## src/rtl/sram_arb_pkg.sv

```systemverilog
// ============================================================================
// sram_arb_pkg : shared widths and FSM encoding for the SRAM port arbiter
// Rev 1.0
// ============================================================================
`default_nettype none
`timescale 1ns/1ps

package sram_arb_pkg;

  localparam int SRAM_ADDR_W = 20;
  localparam int SRAM_DATA_W = 8;

  typedef enum logic [1:0] {
    S_IDLE    = 2'd0,
    S_WAIT_RD = 2'd1,
    S_WAIT_WR = 2'd2,
    S_DONE    = 2'd3
  } arb_state_t;

endpackage

`default_nettype wire

```

## src/rtl/sram_port_arb_if.sv

```systemverilog
// ============================================================================
// sram_port_arb_if : requester-side and downstream-side bus of the arbiter
// Rev 1.0
// ============================================================================
`default_nettype none
`timescale 1ns/1ps

interface sram_port_arb_if #(
  parameter int NREQ = 4
) ();
  import sram_arb_pkg::*;

  logic [NREQ-1:0]             rq_begin_rd;
  logic [NREQ-1:0]             rq_begin_wr;
  logic [NREQ*SRAM_ADDR_W-1:0] rq_addr;
  logic [NREQ*SRAM_DATA_W-1:0] rq_data_wr;
  logic [NREQ-1:0]             rq_finish;
  logic [SRAM_DATA_W-1:0]      rq_data_rd;

  logic                        m_begin_rd;
  logic                        m_begin_wr;
  logic [SRAM_ADDR_W-1:0]      m_addr;
  logic [SRAM_DATA_W-1:0]      m_data_wr;
  logic                        m_finish;
  logic [SRAM_DATA_W-1:0]      m_data_rd;

  // Arbiter view: serves the requesters and masters the downstream port.
  modport master (
    input  rq_begin_rd, rq_begin_wr, rq_addr, rq_data_wr,
    output rq_finish, rq_data_rd,
    output m_begin_rd, m_begin_wr, m_addr, m_data_wr,
    input  m_finish, m_data_rd
  );

  modport slave (
    output rq_begin_rd, rq_begin_wr, rq_addr, rq_data_wr,
    input  rq_finish, rq_data_rd,
    input  m_begin_rd, m_begin_wr, m_addr, m_data_wr,
    output m_finish, m_data_rd
  );

endinterface

`default_nettype wire

```

## src/rtl/rr_pick.sv

```systemverilog
// ============================================================================
// rr_pick : combinational rotating-priority picker (search starts at last+1).
// Macro SRAM_ARB_RR_EN: undefined -> plain lowest-index priority encoder.
// Rev 1.0
// ============================================================================
`default_nettype none
`timescale 1ns/1ps

module rr_pick #(
  parameter int NREQ = 4,
  parameter int GW   = 2
) (
  input  logic [NREQ-1:0] req,
`ifdef SRAM_ARB_RR_EN
  input  logic [GW-1:0]   last,
`endif
  output logic [GW-1:0]   g,
  output logic            any
);

`ifdef SRAM_ARB_RR_EN
  logic [GW-1:0] idx;

  always_comb begin
    g   = '0;
    any = 1'b0;
    idx = '0;
    for (int k = 1; k <= NREQ; k++) begin
      idx = GW'((int'(last) + k) % NREQ);
      if (!any && req[idx]) begin
        g   = idx;
        any = 1'b1;
      end
    end
  end
`else
  always_comb begin
    g   = '0;
    any = 1'b0;
    // Descending scan so the lowest set index is the final winner.
    for (int k = NREQ - 1; k >= 0; k--) begin
      if (req[k[GW-1:0]]) begin
        g   = k[GW-1:0];
        any = 1'b1;
      end
    end
  end
`endif

endmodule

`default_nettype wire

```

## src/rtl/sram_port_arb.sv

```systemverilog
// ============================================================================
// sram_port_arb : shares one byte-wide SRAM client port among NREQ requesters.
// Macro SRAM_ARB_RR_EN: round-robin grant when defined, else fixed priority.
// Rev 1.0
// ============================================================================
`default_nettype none
`timescale 1ns/1ps

module sram_port_arb
  import sram_arb_pkg::*;
#(
  parameter int NREQ    = 4,
  parameter int GW      = 2,
  parameter int WR_WAIT = 12
) (
  input  logic                  clk,
  input  logic                  reset,
  sram_port_arb_if.master       bus
);

  localparam int CW = $clog2(WR_WAIT + 1);

  arb_state_t      state, state_n;
  logic [NREQ-1:0] pend_rd, pend_wr, pend_busy, done_vec;
  logic [GW-1:0]   gnt, g;
  logic [CW-1:0]   cnt;
  logic            any, grant, grant_rd;

`ifdef SRAM_ARB_RR_EN
  logic [GW-1:0]   last;
`endif

  assign pend_busy = pend_rd | pend_wr;
  assign grant_rd  = pend_rd[g];

  rr_pick #(
    .NREQ (NREQ),
    .GW   (GW)
  ) u_pick (
    .req  (pend_busy),
`ifdef SRAM_ARB_RR_EN
    .last (last),
`endif
    .g    (g),
    .any  (any)
  );

  always_ff @(posedge clk) begin
    if (reset) state <= S_IDLE;
    else       state <= state_n;
  end

  always_comb begin
    state_n = state;
    grant   = 1'b0;
    case (state)
      S_IDLE: begin
        if (any) begin
          grant   = 1'b1;
          state_n = grant_rd ? S_WAIT_RD : S_WAIT_WR;
        end
      end
      S_WAIT_RD: if (bus.m_finish) state_n = S_DONE;
      S_WAIT_WR: if (cnt == '0)    state_n = S_DONE;
      S_DONE:    state_n = S_IDLE;
      default:   state_n = S_IDLE;
    endcase
  end

  always_comb begin
    done_vec = '0;
    if (state == S_DONE) done_vec[gnt] = 1'b1;
  end

  always_ff @(posedge clk) begin
    if (reset) begin
      pend_rd        <= '0;
      pend_wr        <= '0;
      gnt            <= '0;
      cnt            <= '0;
      bus.m_begin_rd <= 1'b0;
      bus.m_begin_wr <= 1'b0;
      bus.m_addr     <= '0;
      bus.m_data_wr  <= '0;
      bus.rq_finish  <= '0;
      bus.rq_data_rd <= '0;
`ifdef SRAM_ARB_RR_EN
      last           <= GW'(NREQ - 1);
`endif
    end else begin
      // A begin pulse is only accepted when the requester has nothing pending;
      // a read wins over a simultaneous write.
      pend_rd <= (pend_rd & ~done_vec) | (bus.rq_begin_rd & ~pend_busy);
      pend_wr <= (pend_wr & ~done_vec) |
                 (bus.rq_begin_wr & ~bus.rq_begin_rd & ~pend_busy);

      bus.m_begin_rd <= grant &  grant_rd;
      bus.m_begin_wr <= grant & ~grant_rd;
      bus.rq_finish  <= done_vec;

      if (grant) begin
        bus.m_addr    <= bus.rq_addr[int'(g)*SRAM_ADDR_W +: SRAM_ADDR_W];
        bus.m_data_wr <= bus.rq_data_wr[int'(g)*SRAM_DATA_W +: SRAM_DATA_W];
        gnt           <= g;
`ifdef SRAM_ARB_RR_EN
        last          <= g;
`endif
        if (!grant_rd) cnt <= CW'(WR_WAIT - 1);
      end

      if (state == S_WAIT_WR && cnt != '0) cnt <= cnt - CW'(1);

      if (state == S_WAIT_RD && bus.m_finish) bus.rq_data_rd <= bus.m_data_rd;
    end
  end

endmodule

`default_nettype wire

```

## src/flat_wrapper.sv

```systemverilog
// flat-port wrapper written by rule: the top's interface ports become plain ports
module sram_port_arb_flat import sram_arb_pkg::*;
#(
  parameter int NREQ    = 4,
  parameter int GW      = 2,
  parameter int WR_WAIT = 12
)
  (clk, reset, bus_rq_begin_rd, bus_rq_begin_wr, bus_rq_addr, bus_rq_data_wr, bus_rq_finish, bus_rq_data_rd, bus_m_begin_rd, bus_m_begin_wr, bus_m_addr, bus_m_data_wr, bus_m_finish, bus_m_data_rd);
  sram_port_arb_if #(.NREQ(NREQ)) bus_i ();
  input  logic clk;
  input  logic reset;
  input wire logic [$bits(bus_i.rq_begin_rd)-1:0] bus_rq_begin_rd;
  input wire logic [$bits(bus_i.rq_begin_wr)-1:0] bus_rq_begin_wr;
  input wire logic [$bits(bus_i.rq_addr)-1:0] bus_rq_addr;
  input wire logic [$bits(bus_i.rq_data_wr)-1:0] bus_rq_data_wr;
  output wire logic [$bits(bus_i.rq_finish)-1:0] bus_rq_finish;
  output wire logic [$bits(bus_i.rq_data_rd)-1:0] bus_rq_data_rd;
  output wire logic [$bits(bus_i.m_begin_rd)-1:0] bus_m_begin_rd;
  output wire logic [$bits(bus_i.m_begin_wr)-1:0] bus_m_begin_wr;
  output wire logic [$bits(bus_i.m_addr)-1:0] bus_m_addr;
  output wire logic [$bits(bus_i.m_data_wr)-1:0] bus_m_data_wr;
  input wire logic [$bits(bus_i.m_finish)-1:0] bus_m_finish;
  input wire logic [$bits(bus_i.m_data_rd)-1:0] bus_m_data_rd;
  assign bus_i.rq_begin_rd = bus_rq_begin_rd;
  assign bus_i.rq_begin_wr = bus_rq_begin_wr;
  assign bus_i.rq_addr = bus_rq_addr;
  assign bus_i.rq_data_wr = bus_rq_data_wr;
  assign bus_rq_finish = bus_i.rq_finish;
  assign bus_rq_data_rd = bus_i.rq_data_rd;
  assign bus_m_begin_rd = bus_i.m_begin_rd;
  assign bus_m_begin_wr = bus_i.m_begin_wr;
  assign bus_m_addr = bus_i.m_addr;
  assign bus_m_data_wr = bus_i.m_data_wr;
  assign bus_i.m_finish = bus_m_finish;
  assign bus_i.m_data_rd = bus_m_data_rd;
  sram_port_arb #(.NREQ(NREQ), .GW(GW), .WR_WAIT(WR_WAIT)) u_core (.clk(clk), .reset(reset), .bus(bus_i));
endmodule
```

## config.mk

```make
export PLATFORM = sky130hd
export DESIGN_NAME = sram_port_arb_flat
export DESIGN_NICKNAME = d
export VERILOG_FILES = /design/src/rtl/sram_arb_pkg.sv /design/src/rtl/sram_port_arb_if.sv /design/src/rtl/rr_pick.sv /design/src/rtl/sram_port_arb.sv /design/src/flat_wrapper.sv
export SDC_FILE = /design/constraint.sdc
export NUM_CORES = 1
export LEC_CHECK = 0
export BUFFER_PORTS_ARGS = -buffer_cell sky130_fd_sc_hd__clkbuf_2
export CORE_MARGIN = 2
export CORE_UTILIZATION = 39
export DETAILED_ROUTE_END_ITERATION = 12
export GPL_ROUTABILITY_DRIVEN = 0
export GPL_TIMING_DRIVEN = 0
export PLACE_DENSITY = 0.81
export SLEW_MARGIN = 20
export SYNTH_ARGS = -nofsm -noshare
export SYNTH_HDL_FRONTEND = slang
export SYNTH_SLANG_ARGS = --single-unit
```

## constraint.sdc

```tcl
create_clock -name clk -period 1.6 [get_ports clk]
set_input_delay 0.16 -clock clk [delete_from_list [all_inputs] [get_ports clk]]
set_output_delay 0.16 -clock clk [all_outputs]
set_load 0.02 [all_outputs]
```

; ---- Word level (Yosys, flattened, before mapping)
; Index checks and enable logic that the tools add are counted.
; Widths: inputs -> output; s select.
[word_totals]
output_inout_bits = 42
input_bits = 131
elab_cells = 71
regBits = 58
[op_classes]
n_mul = 1
muxes = 23
add_sub_neg = 1
bitwise = 14
shifts = 2
reduce_logical = 9
magnitude_cmp = 3
eq_ne = 7
[ops]
columns = operator, count
row1 = $shiftx 80x32->20, 1
row2 = $shiftx 32x6->8, 1
row3 = $and 4x4->4, 5
row4 = $mux 2, 8
row5 = $mux 4, 4
row6 = $not 4->4, 3
row7 = $or 4x4->4, 3
row8 = $mux 1, 8
row9 = $pmux 2 s4, 1
row10 = $lt 2x3->1 const B, 2
row11 = $mul 2x3->5 const B, 1
row12 = $eq 2x2->1 const B, 2
row13 = $logic_not 4->1, 1
row14 = $ne 2x1->1 const B, 2
row15 = $ne 2x2->1 const B, 2
row16 = $reduce_bool 4->1, 1
row17 = $sub 4x1->4 const B, 1
row18 = $logic_and 1x1->1, 3
row19 = $reduce_and 3->1, 1
row20 = $and 1x1->1, 2
row21 = $bmux 1 s2, 1
row22 = $demux 1 s2, 1
row23 = $eq 2x1->1 const B, 1
row24 = $ge 2x1->1 const B, 1
row25 = 4 further kinds, 4

; ---- Logic depth before layout (Yosys ltp)
; Gate-level depths: netlist of the first run.
[logic_depth]
ltp_word = 10
mapped_depth = 8

; ---- By module
; From an unflattened synthesis of the first run, not the netlist that was laid out.
[hier_totals]
cells_unflattened = 309
hier_area_um2 = 2924.1
[modules_own_cells]
columns = mod, seq_area_each_um2, cells_each, instances, area_each_um2
row1 = sram_port_arb, 1161.1, 302, 1, 2889.0
row2 = rr_pick, 0.0, 7, 1, 35.0

; ---- Worst setup path after synthesis of the first run
; No wires, ideal clock.
[synth_path]
kind = register -> register
from = reg u_core.pend_wr[3]
to = reg u_core.bus.m_addr[10]
path_buffers = 3
setup_time_ps = 126
t_arrival_ps = 1634
setup_slack_ps = -160
stages_incl_launch_ff = 8
required_time_ps = 1474
period_less_slack_ps = 1760
cell_sequence = dfxtp_1 -> or4_1 -> buf_2 -> o31a_1 -> buf_2 -> buf_6 -> nor2_1 -> o32ai_1
[synth_between]
elab_chain_cells = 7
[synth_rtl]
columns = item, line
row1 = "start, declared", sram_port_arb.sv:24  ; logic [NREQ-1:0] pend_rd, pend_wr, pend_busy, done_vec;
row2 = "start signal, assigned", sram_port_arb.sv:94  ; pend_wr <= (pend_wr & ~done_vec) |
row3 = $or 4x4->4 (*), sram_port_arb.sv:33  ; assign pend_busy = pend_rd | pend_wr;
row4 = $mux 2 / $mux 1 (equally long branches) (4 in a row), rr_pick.sv:42  ; if (req[k[GW-1:0]]) begin
row5 = $mul 2x3->5 / $mux 1 (equally long branches), "sram_port_arb.sv:102, sram_port_arb.sv:58"
row6 = $shiftx 80x32->20 / $mux 1 (equally long branches), "sram_port_arb.sv:102, sram_port_arb.sv:56"
row7 = "end signal, assigned", sram_port_arb.sv:102  ; bus.m_addr <= bus.rq_addr[int'(g)*SRAM_ADDR_W +: SRAM_ADDR_W];
row8 = "end, declared", sram_port_arb_if.sv:31  ; output m_begin_rd, m_begin_wr, m_addr, m_data_wr,
; Mark *: on every way between the ends. The rest lies on a longest branch, timed or not.
; A chain may end at the register's enable or synchronous reset.

; ---- Final worst setup path of the first run
[layout_path]
from = reg u_core.pend_rd[3]
to = reg u_core.bus.m_addr[7]
[layout_between]
elab_chain_cells = 7
[layout_rtl]
columns = item, line
row1 = "start, declared", sram_port_arb.sv:24
row2 = "start signal, assigned", sram_port_arb.sv:93  ; pend_rd <= (pend_rd & ~done_vec) | (bus.rq_begin_rd & ~pend_busy);
row3 = $or 4x4->4 (*), sram_port_arb.sv:33
row4 = $mux 2 / $mux 1 (equally long branches) (4 in a row), rr_pick.sv:42
row5 = $mul 2x3->5 / $mux 1 (equally long branches), "sram_port_arb.sv:102, sram_port_arb.sv:58"
row6 = $shiftx 80x32->20 / $mux 1 (equally long branches), "sram_port_arb.sv:102, sram_port_arb.sv:56"
; Marked as above.

==> flow_results.org, run 1 <==
** Timing
- Final hold viol count :: 0
- Final clock period utilization by the worst path :: 112%
- Setup TNS Final :: -5.08 ns
- Headroom to the max-slew limit came out at 61.4%.
- Setup Skew :: 0.00831 ns
- Subtracting the final worst setup slack from the clock period gives 1.80 ns.
- Final setup violation count :: 34
- Final hold analysis gives a worst-case slack of 0.0567 ns.
- Setup repair after global routing could not meet its margin everywhere.
- Worst Setup Slack, final :: -0.195 ns
- For this run, the top clock speed supported by timing is 557 MHz.
- Worst Max-Slew Pin Slew :: 0.578 ns
- The final number of max-transition violations is 0.

** Floorplanning
- Starting density of the core :: 39.9%
- Die span in x :: 89.9 um
- Die H :: 89.9 um
- The initialized floorplan defines 31 standard-cell rows.
- 173 I/O pins were placed.
- The die covers 0.00809 mm^2.
- Core Footprint :: 0.00721 mm^2

** Global routing
- Number of global-route vias before repair :: 3548
- In the global route stage, overall resource usage came out at 26.2%.
- Total overflow reported by the global router :: 0
- The first global-routing pass estimated 17300 um of wire.
- Largest net degree at the start of global routing :: 11
- The number of antenna violations at the first check in global routing was 0.

** Critical path
- The critical path is of the reg2reg type.
- The worst setup path is launched from a register.
- STA puts the critical path data required time at 1.85 ns.
- Kind of end point of the critical path :: register
- At the worst endpoint, the arrival time is 2.04 ns.
- Of all nets on the critical path, the largest fanout is 5.

** Logic synthesis
- Post-synth design cell area :: 0.00288 mm^2
- Total number of yosys warnings :: 0
- Fraction of synthesis flops using an asynchronous set or reset pin :: 0%
- Xor-xnor portion of the synthesized cell area :: 0%
- Mux share of post-synthesis cell area :: 0.348%
- The synthesized design spends more area on one cell type than any other, namely sky130_fd_sc_hd__dfxtp_1.
- Synth Area in Adders :: 2.17%
- Sorting the synthesized cells by area gives the leading types as sky130_fd_sc_hd__dfxtp_1 (40%), sky130_fd_sc_hd__a221oi_1 (8.8%), sky130_fd_sc_hd__o32ai_1 (8.5%), sky130_fd_sc_hd__nor2_1 (6.5%), sky130_fd_sc_hd__o21ai_0 (5.6%).
- The synthesized netlist devotes 15.8% of its cell area to simple gates.
- In the synthesized netlist the dominant register cell turns out to be sky130_fd_sc_hd__dfxtp_1.
- Area share of the largest cell type after synthesis :: 40.3%
- Synthesis produced a netlist with a net count of 485.
- The synthesized netlist contains 39 unique library cells.
- Post-synthesis cell count :: 349
- Post-synth EDFFs :: 0
- By area, the combinational part of the netlist is dominated by compound AO/OA/AOI/OAI gates.
- After synthesis the netlist holds a flip-flop and latch count of 58.
- Sequential cells were found to cover 40.3% of the synthesized design area.
- sky130_fd_sc_hd__dfxtp_1 is the most common cell in the netlist.
- Sorting the synthesized cells by how often they occur yields sky130_fd_sc_hd__dfxtp_1 (58), sky130_fd_sc_hd__nor2_1 (50), sky130_fd_sc_hd__inv_1 (36), sky130_fd_sc_hd__o21ai_0 (32), sky130_fd_sc_hd__a221oi_1 (29).
- Compound-Gate Fraction of Synth Area :: 30.8%
- A synthesized cell averages 8.25 um^2.

** Power and ir drop
- Leakage power summed over all cells :: 2.18 nW
- IR analysis of the VDD net gives a maximum drop of 0.644 mV.
- Dividing total power by cell area gives a power density of 1450 mW/mm^2.

** Cells and area
- For this run, the post-layout net count is 680.
- Once layout is complete, the utilization of the core stands at 70.9%.
- Synth-to-Final Area Change :: 77.5%
- The finished cells cover 0.00511 mm^2.
- The number of antenna diodes in the final layout is 0.
- Cells with a size suffix above 1 make up 61.5% of the layout.

** Drt
- The routed layout has 3685 vias.
- Number of remaining DRC errors :: 0
- Once detail routing completed, the nets flagged for antenna violations numbered 0.
- Number of vias per cell after detailed routing :: 5.70
- Aggregate routed wire length :: 11700 um
- Iteration-0 DRC Markers :: 153
- In the final routed layout, each cell accounts on average for 18.1 um.
- The first detailed-routing pass took 5 iterations.

** Place
- Placed cell areas :: 0.00394 mm^2
- OpenSTA, run right after detailed placement, puts the worst setup slack at -0.668 ns.
- Once detailed placement completed, the half-perimeter wirelength came to 7330 um.
- The count of buffers added on input and output ports is 171.

** Clocking
- The H-tree was split into 3 levels.
- Clock-pin slew on the worst setup and hold paths :: 0.07 ns
- The tree is rooted in a sky130_fd_sc_hd__clkbuf_8.
- TritonCTS Sinks :: 58
- Hold-fix buffers, CTS :: 0
- TritonCTS built the clock tree.
- No sink is reached through more buffers than the 2 on the longest clock path.
- TritonCTS created 9 clock buffers.
- The clock reaches the later pin of the worst-skew pair after 0.33 ns.

** Worst hold path
- The path class of the tightest hold or removal check is in2reg.

** Status
- Result of the run :: complete, but fails checks
- Violated checks :: negative setup slack

** Run
- Max cap viols :: 0
-- cells in the final DEF, fill, tap and decap left out, types with 4 or more instances in the layout --
cell                       synthesis  final
sky130_fd_sc_hd__clkbuf_2          0    173
sky130_fd_sc_hd__nand2b_1          4      4
sky130_fd_sc_hd__o32ai_2           0     23
sky130_fd_sc_hd__nand2_1          10     10
sky130_fd_sc_hd__buf_4             0     11
sky130_fd_sc_hd__buf_6             7     10
sky130_fd_sc_hd__nor2_2            0     10
sky130_fd_sc_hd__a221oi_2          0     27
sky130_fd_sc_hd__o32ai_4           0      5
sky130_fd_sc_hd__nor2_1           50     19
sky130_fd_sc_hd__dfxtp_1          58     49
sky130_fd_sc_hd__o21ai_0          32     27
sky130_fd_sc_hd__nor3b_1           4      4
sky130_fd_sc_hd__dfxtp_2           0      7
sky130_fd_sc_hd__a21oi_1          21     20
sky130_fd_sc_hd__o21ai_1           1      5
sky130_fd_sc_hd__nor2_4            0     21
sky130_fd_sc_hd__inv_1            36     34
sky130_fd_sc_hd__clkbuf_8          0     13
sky130_fd_sc_hd__clkbuf_1         16      6
sky130_fd_sc_hd__nand3_1           9      9
-- path summary, 6_finish.rpt --
path | cells after the start | startpoint | to | slack [ns]
worst max-delay path | 7 | u_core.pend_rd[3] | u_core.bus.m_addr[7] | -0.20
worst min-delay path | 3 | bus_m_data_rd[3] | u_core.bus.rq_data_rd[3] | 0.06
worst max register to register | 7 | u_core.pend_rd[3] | u_core.bus.m_addr[7] | -0.20
worst min register to register | 2 | u_core.bus.rq_data_rd[4] | u_core.bus.rq_data_rd[4] | 0.46
-- final cells by class --
| cell class | instances | area, um^2 |
|---|---|---|
| Tap cell | 99 | 124 |
| Buffer | 25 | 238 |
| Clock inverter | 3 | 40.0 |
| Fill cell | 537 | 2100 |
| Sequential cell | 58 | 1180 |
| Inverter | 36 | 138 |
| Clock buffer | 12 | 145 |
| Multi-Input combinational cell | 225 | 2150 |
| Timing Repair Buffer | 189 | 1100 |
-- registers in the layout, indices dropped and copies added (netlist names) --
register	cells
u_core.bus.m_addr	20
u_core.bus.m_data_wr	8
u_core.bus.rq_data_rd	8
u_core.bus.rq_finish	4
u_core.cnt	4
u_core.pend_rd	4
u_core.pend_wr	4
u_core.gnt	2
u_core.state	2
u_core.bus.m_begin_rd	1
u_core.bus.m_begin_wr	1
-- cell families (layout without fill, tap and decap cells) --
logic type / count (synthesis) / after routing
fa+ha+maj: 5 / 5
mux: 1 / 1
simple gates: 95 / 95
compound gates: 124 / 124
buf+inv: 66 / 265
flops: 58 / 58
-- through the flow --
stage	cells	power (mW)
after detailed placement	619	4.71
after global placement	619	4.60
after CTS	644	6.87
final	647	7.44
after global routing	647	7.82
after floorplan	349	3.84
-- worst max-delay path, stage by stage, from the launching register on --
cell and delay (ns):
sky130_fd_sc_hd__dfxtp_2 0.33, sky130_fd_sc_hd__or4_4 0.54, sky130_fd_sc_hd__buf_6 0.15, sky130_fd_sc_hd__o21ai_4 0.17, sky130_fd_sc_hd__nand2b_1 0.09, sky130_fd_sc_hd__buf_6 0.16
sky130_fd_sc_hd__clkbuf_16 0.16, sky130_fd_sc_hd__o32ai_2 0.10
-- power by group --
group | total, mW | switching (mW) | internal (mW) | leakage [nW]
sequential | 2.10 | 0.265 | 1.83 | 0.481
combinational | 4.02 | 2.21 | 1.81 | 1.61
clock | 1.32 | 0.572 | 0.749 | 0.0962
total | 7.44 | 3.05 | 4.39 | 2.18
-- timing repair --
| action | in CTS | in global routing |
|---|---|---|
| gates resized for setup | 134 | 49 |
| pin swaps | 14 | 31 |
| endpoints found under the setup margin | 38 | 37 |
| cloned | 3 | 1 |
| buffers inserted | 12 | 2 |
-- metal layers --
layer | part of all wire, % | global-route usage (%) | up-vias
met4 | 4.8 | 8.33 | 0
met1 | 39 | 30.8 | 1764
met2 | 50 | 47.8 | 190
met3 | 6.1 | 5.45 | 52
li1 | - | - | 1679
met5 | 0 | 0 | -
Note: power is estimated with default switching activity, not from simulation.
==> inputs of run 2 (changes only) <==
Settings changed: PLACE_DENSITY 0.81 to 0.76.
==> run 2 against run 1 <==
The flow still finishes with violations (negative setup slack). Utilization fell by 3.2 points. Worst hold slack improved by 0.0063 ns. Wire length down 11%. Clock-buffer cell count unchanged. Total power shrank 6.2%. Combinational power decreased by 8.0%. Critical path depth is 1 lower. Critical path type unchanged. Highest routed layer unchanged.
==> flow_results.org, run 2 (synthesis gave the netlist of run 1 again) <==
** Critical path
- Startpoint types :: register
- The worst setup path is captured at a register.
- The number of cells on the worst reg-to-reg path is 6.
- End point of the critical path :: u_core.bus.m_addr[7]
- The startpoint identified for the worst register-to-register timing path is u_core.pend_wr[3].
- Largest fanout of any net on the critical path :: 10
- The critical path is of the reg2reg type.
- Tracing the worst setup path back leads to its startpoint at u_core.pend_wr[3].
- R2R Setup Slk :: -0.18 ns
- CP arrival :: 1.99 ns
- End of the worst register-to-register path :: u_core.bus.m_addr[7]
- At the worst endpoint, the required time is 1.81 ns.

** Cells and area
- Final-layout fill cell count :: 567
- The number of antenna diodes in the final layout is 0.
- Share of final-layout standard cells stronger than drive strength 1 :: 59.0%
- Counting flops per register, the top entry is u_core.bus.m_addr.
- Leaving out fill and tap cells, the most frequent cell in the layout is sky130_fd_sc_hd__clkbuf_2.
- Synth-to-Final Area Change :: 69.6%
- Leaving out fill and tap cells, the most frequent cells in the layout are sky130_fd_sc_hd__clkbuf_2 (173), sky130_fd_sc_hd__dfxtp_1 (49), sky130_fd_sc_hd__inv_1 (34).
- Largest registers ranked by flip-flop count :: u_core.bus.m_addr x20, u_core.bus.m_data_wr x8, u_core.bus.rq_data_rd x8
- Cells fill 67.7% of the core in the end.
- Final-stage net count :: 676
- Number of flip-flops in the largest register :: 20

** Drt
- Wl on met1 :: 4300 um
- Overall via count from detail_route :: 3477
- The routed design uses 5300 um of met2 wire.
- Met3 WL post-DR :: 584 um
- Aggregate routed wire length :: 10400 um
- Highest metal layer with signal wires :: met4
- Dividing the detail-routed via count by the number of cells gives 5.43.
- The pre-antenna-repair detailed-routing pass consisted of 4 iterations.
- Count of nets left with antenna violations after detail routing :: 0
- Number of remaining DRC errors :: 0
- Detail-routed net length per standard cell :: 16.3 um
- Iteration-0 DRC Markers :: 94

** Global routing
- Total overflow reported by the global router :: 0
- First-pass GRT wire length :: 15800 um
- Entering global routing, the biggest net connects 11 pins.
- In the global route stage, overall resource usage came out at 23.9%.
- The number of antenna violations at the first check in global routing came to 0.
- The via count of the first global-routing pass came to 3380.

** Clocking
- The tree built by TritonCTS fans out to 58 sinks.
- Maximum buffer depth of the clock tree :: 2
- Clock-pin slew on the worst setup and hold paths :: 0.06 ns
- The clock reaches the later pin of the worst-skew pair after 0.33 ns.
- Clock tree synthesis inserted a total of 9 buffers.
- The tree is rooted in a sky130_fd_sc_hd__clkbuf_8.
- CTS tree :: built
- The H-tree was split into 3 levels.

** Power and ir drop
- Internal power :: 4.15 mW
- Combinational logic is responsible for 53.1% of the overall power.
- For this design the total switching power over the nets is 2.82 mW.
- Clock share of power :: 17.0%
- Of the total power, the share spent switching nets is 40.5%.
- Leakage power summed over all cells :: 2.10 nW
- Portion of total power attributed to sequential cells :: 29.9%
- Dividing total power by cell area gives a power density of 1430 mW/mm^2.
- Largest voltage drop on the vdd net :: 0.730 mV

** Timing
- Setup total negative slack on the finished layout was measured at -4.96 ns.
- After layout, the worst setup slack is -0.180 ns.
- Setup repair after global routing could not meet its margin everywhere.
- Final setup violation count :: 34
- Derived from the worst setup path, the maximum achievable clock frequency is 562 MHz.
- Worst Max-Slew Pin Slew :: 0.610 ns
- Final hold viol count :: 0
- Measured against its own limit, the worst slew margin works out to 59.4%.
- The final number of max-transition violations came to 0.
- After layout, the worst path uses 111% of the clock period.
- Setup Skew :: 0.00869 ns
- Minimum period implied by the final worst setup slack :: 1.78 ns

** Floorplanning
- Pin placement for this block handled 173 I/O pins.
- Number of core rows :: 31
- The region available for standard cell placement spans 0.00721 mm^2.
- Die H :: 89.9 um
- Die span in x :: 89.9 um
- The die covers 0.00809 mm^2.
- Starting density of the core :: 39.9%

** Status
- Violated checks :: negative setup slack
- The flow ran to the end, but the final reports show violations.

** Run
- Max cap viols :: 0

** Worst hold path
- The startpoint identified for the worst hold timing path is bus_m_data_rd[2].
- The min-delay analysis places its worst path in the category in2reg.

** Place
- After legalization and detailed placement, the total HPWL measured 7150 um.
- Number of I/O port buffers :: 171
- OpenSTA, run right after detailed placement, puts the worst setup slack at -0.649 ns.
run 2: layout make-up:
| cell class | instances | area, um^2 | area share [%] |
|---|---|---|---|
| Buffer | 25 | 233 | 4.76 |
| Clock buffer | 12 | 165 | 3.38 |
| Inverter | 36 | 135 | 2.77 |
| Multi-Input combinational cell | 225 | 2020 | 41.4 |
| Sequential cell | 58 | 1170 | 24.0 |
| Tap cell | 99 | 124 | 2.54 |
| Timing Repair Buffer | 185 | 1030 | 21.1 |
run 2: how the worst min path moves through the flow:
stage                               end  slack [ns]  cells past startpoint
6_report       u_core.bus.rq_data_rd[2]        0.06                      3
5_1_grt        u_core.bus.rq_data_rd[6]        0.06                      3
4_1_cts        u_core.bus.rq_data_rd[0]        0.06                      3
3_5_place_dp   u_core.bus.rq_data_rd[0]        0.40                      3
3_3_place_gp   u_core.bus.rq_data_rd[5]        0.40                      3
2_1_floorplan  u_core.bus.rq_data_rd[0]        0.31                      2
run 2: power groups by stage:
| stage | clock [mW] | combinational (mW) | sequential, mW |
|---|---|---|---|
| after floorplan | 0 | 1.46 | 2.38 |
| after global placement | 0 | 2.55 | 2.06 |
| after detailed placement | 0 | 2.63 | 2.08 |
| after CTS | 1.20 | 3.30 | 2.07 |
| after global routing | 1.27 | 3.97 | 2.13 |
| final | 1.18 | 3.70 | 2.09 |
run 2: layer usage:
| metal | GRT usage, % | up-vias |
|---|---|---|
| met4 | 9.23 | 0 |
| met3 | 4.53 | 28 |
| met5 | 0 | - |
| li1 | - | 1667 |
| met2 | 42.5 | 146 |
| met1 | 28.6 | 1636 |
run 2: worst max-delay path, cell delays in order, from the launching register on:
cell                      delay (ns)
sky130_fd_sc_hd__dfxtp_2        0.32
sky130_fd_sc_hd__or4_4          0.54
sky130_fd_sc_hd__o31a_1         0.27
sky130_fd_sc_hd__buf_6          0.16
sky130_fd_sc_hd__buf_8          0.15
sky130_fd_sc_hd__nor2_1         0.13
sky130_fd_sc_hd__o32ai_2        0.10
run 2: timing repair:
action	CTS	global route
gates resized for setup	107	42
pin swaps	9	9
endpoints found under the setup margin	38	38
cloned	1	0
hold buffers	0	0
hold endpoints to repair	0	0
setup buffers	10	3
run 2: per-stage QoR:
stage / instance area [um^2] / power [mW] / instances / hold WS, ns
floorplan: 2960 / 3.84 / 349 / 0.308
global placement: 3940 / 4.61 / 619 / 0.396
detailed placement: 3940 / 4.71 / 619 / 0.401
CTS: 4640 / 6.56 / 637 / 0.0570
global route: 4890 / 7.36 / 640 / 0.0629
finish: 4890 / 6.98 / 640 / 0.0630
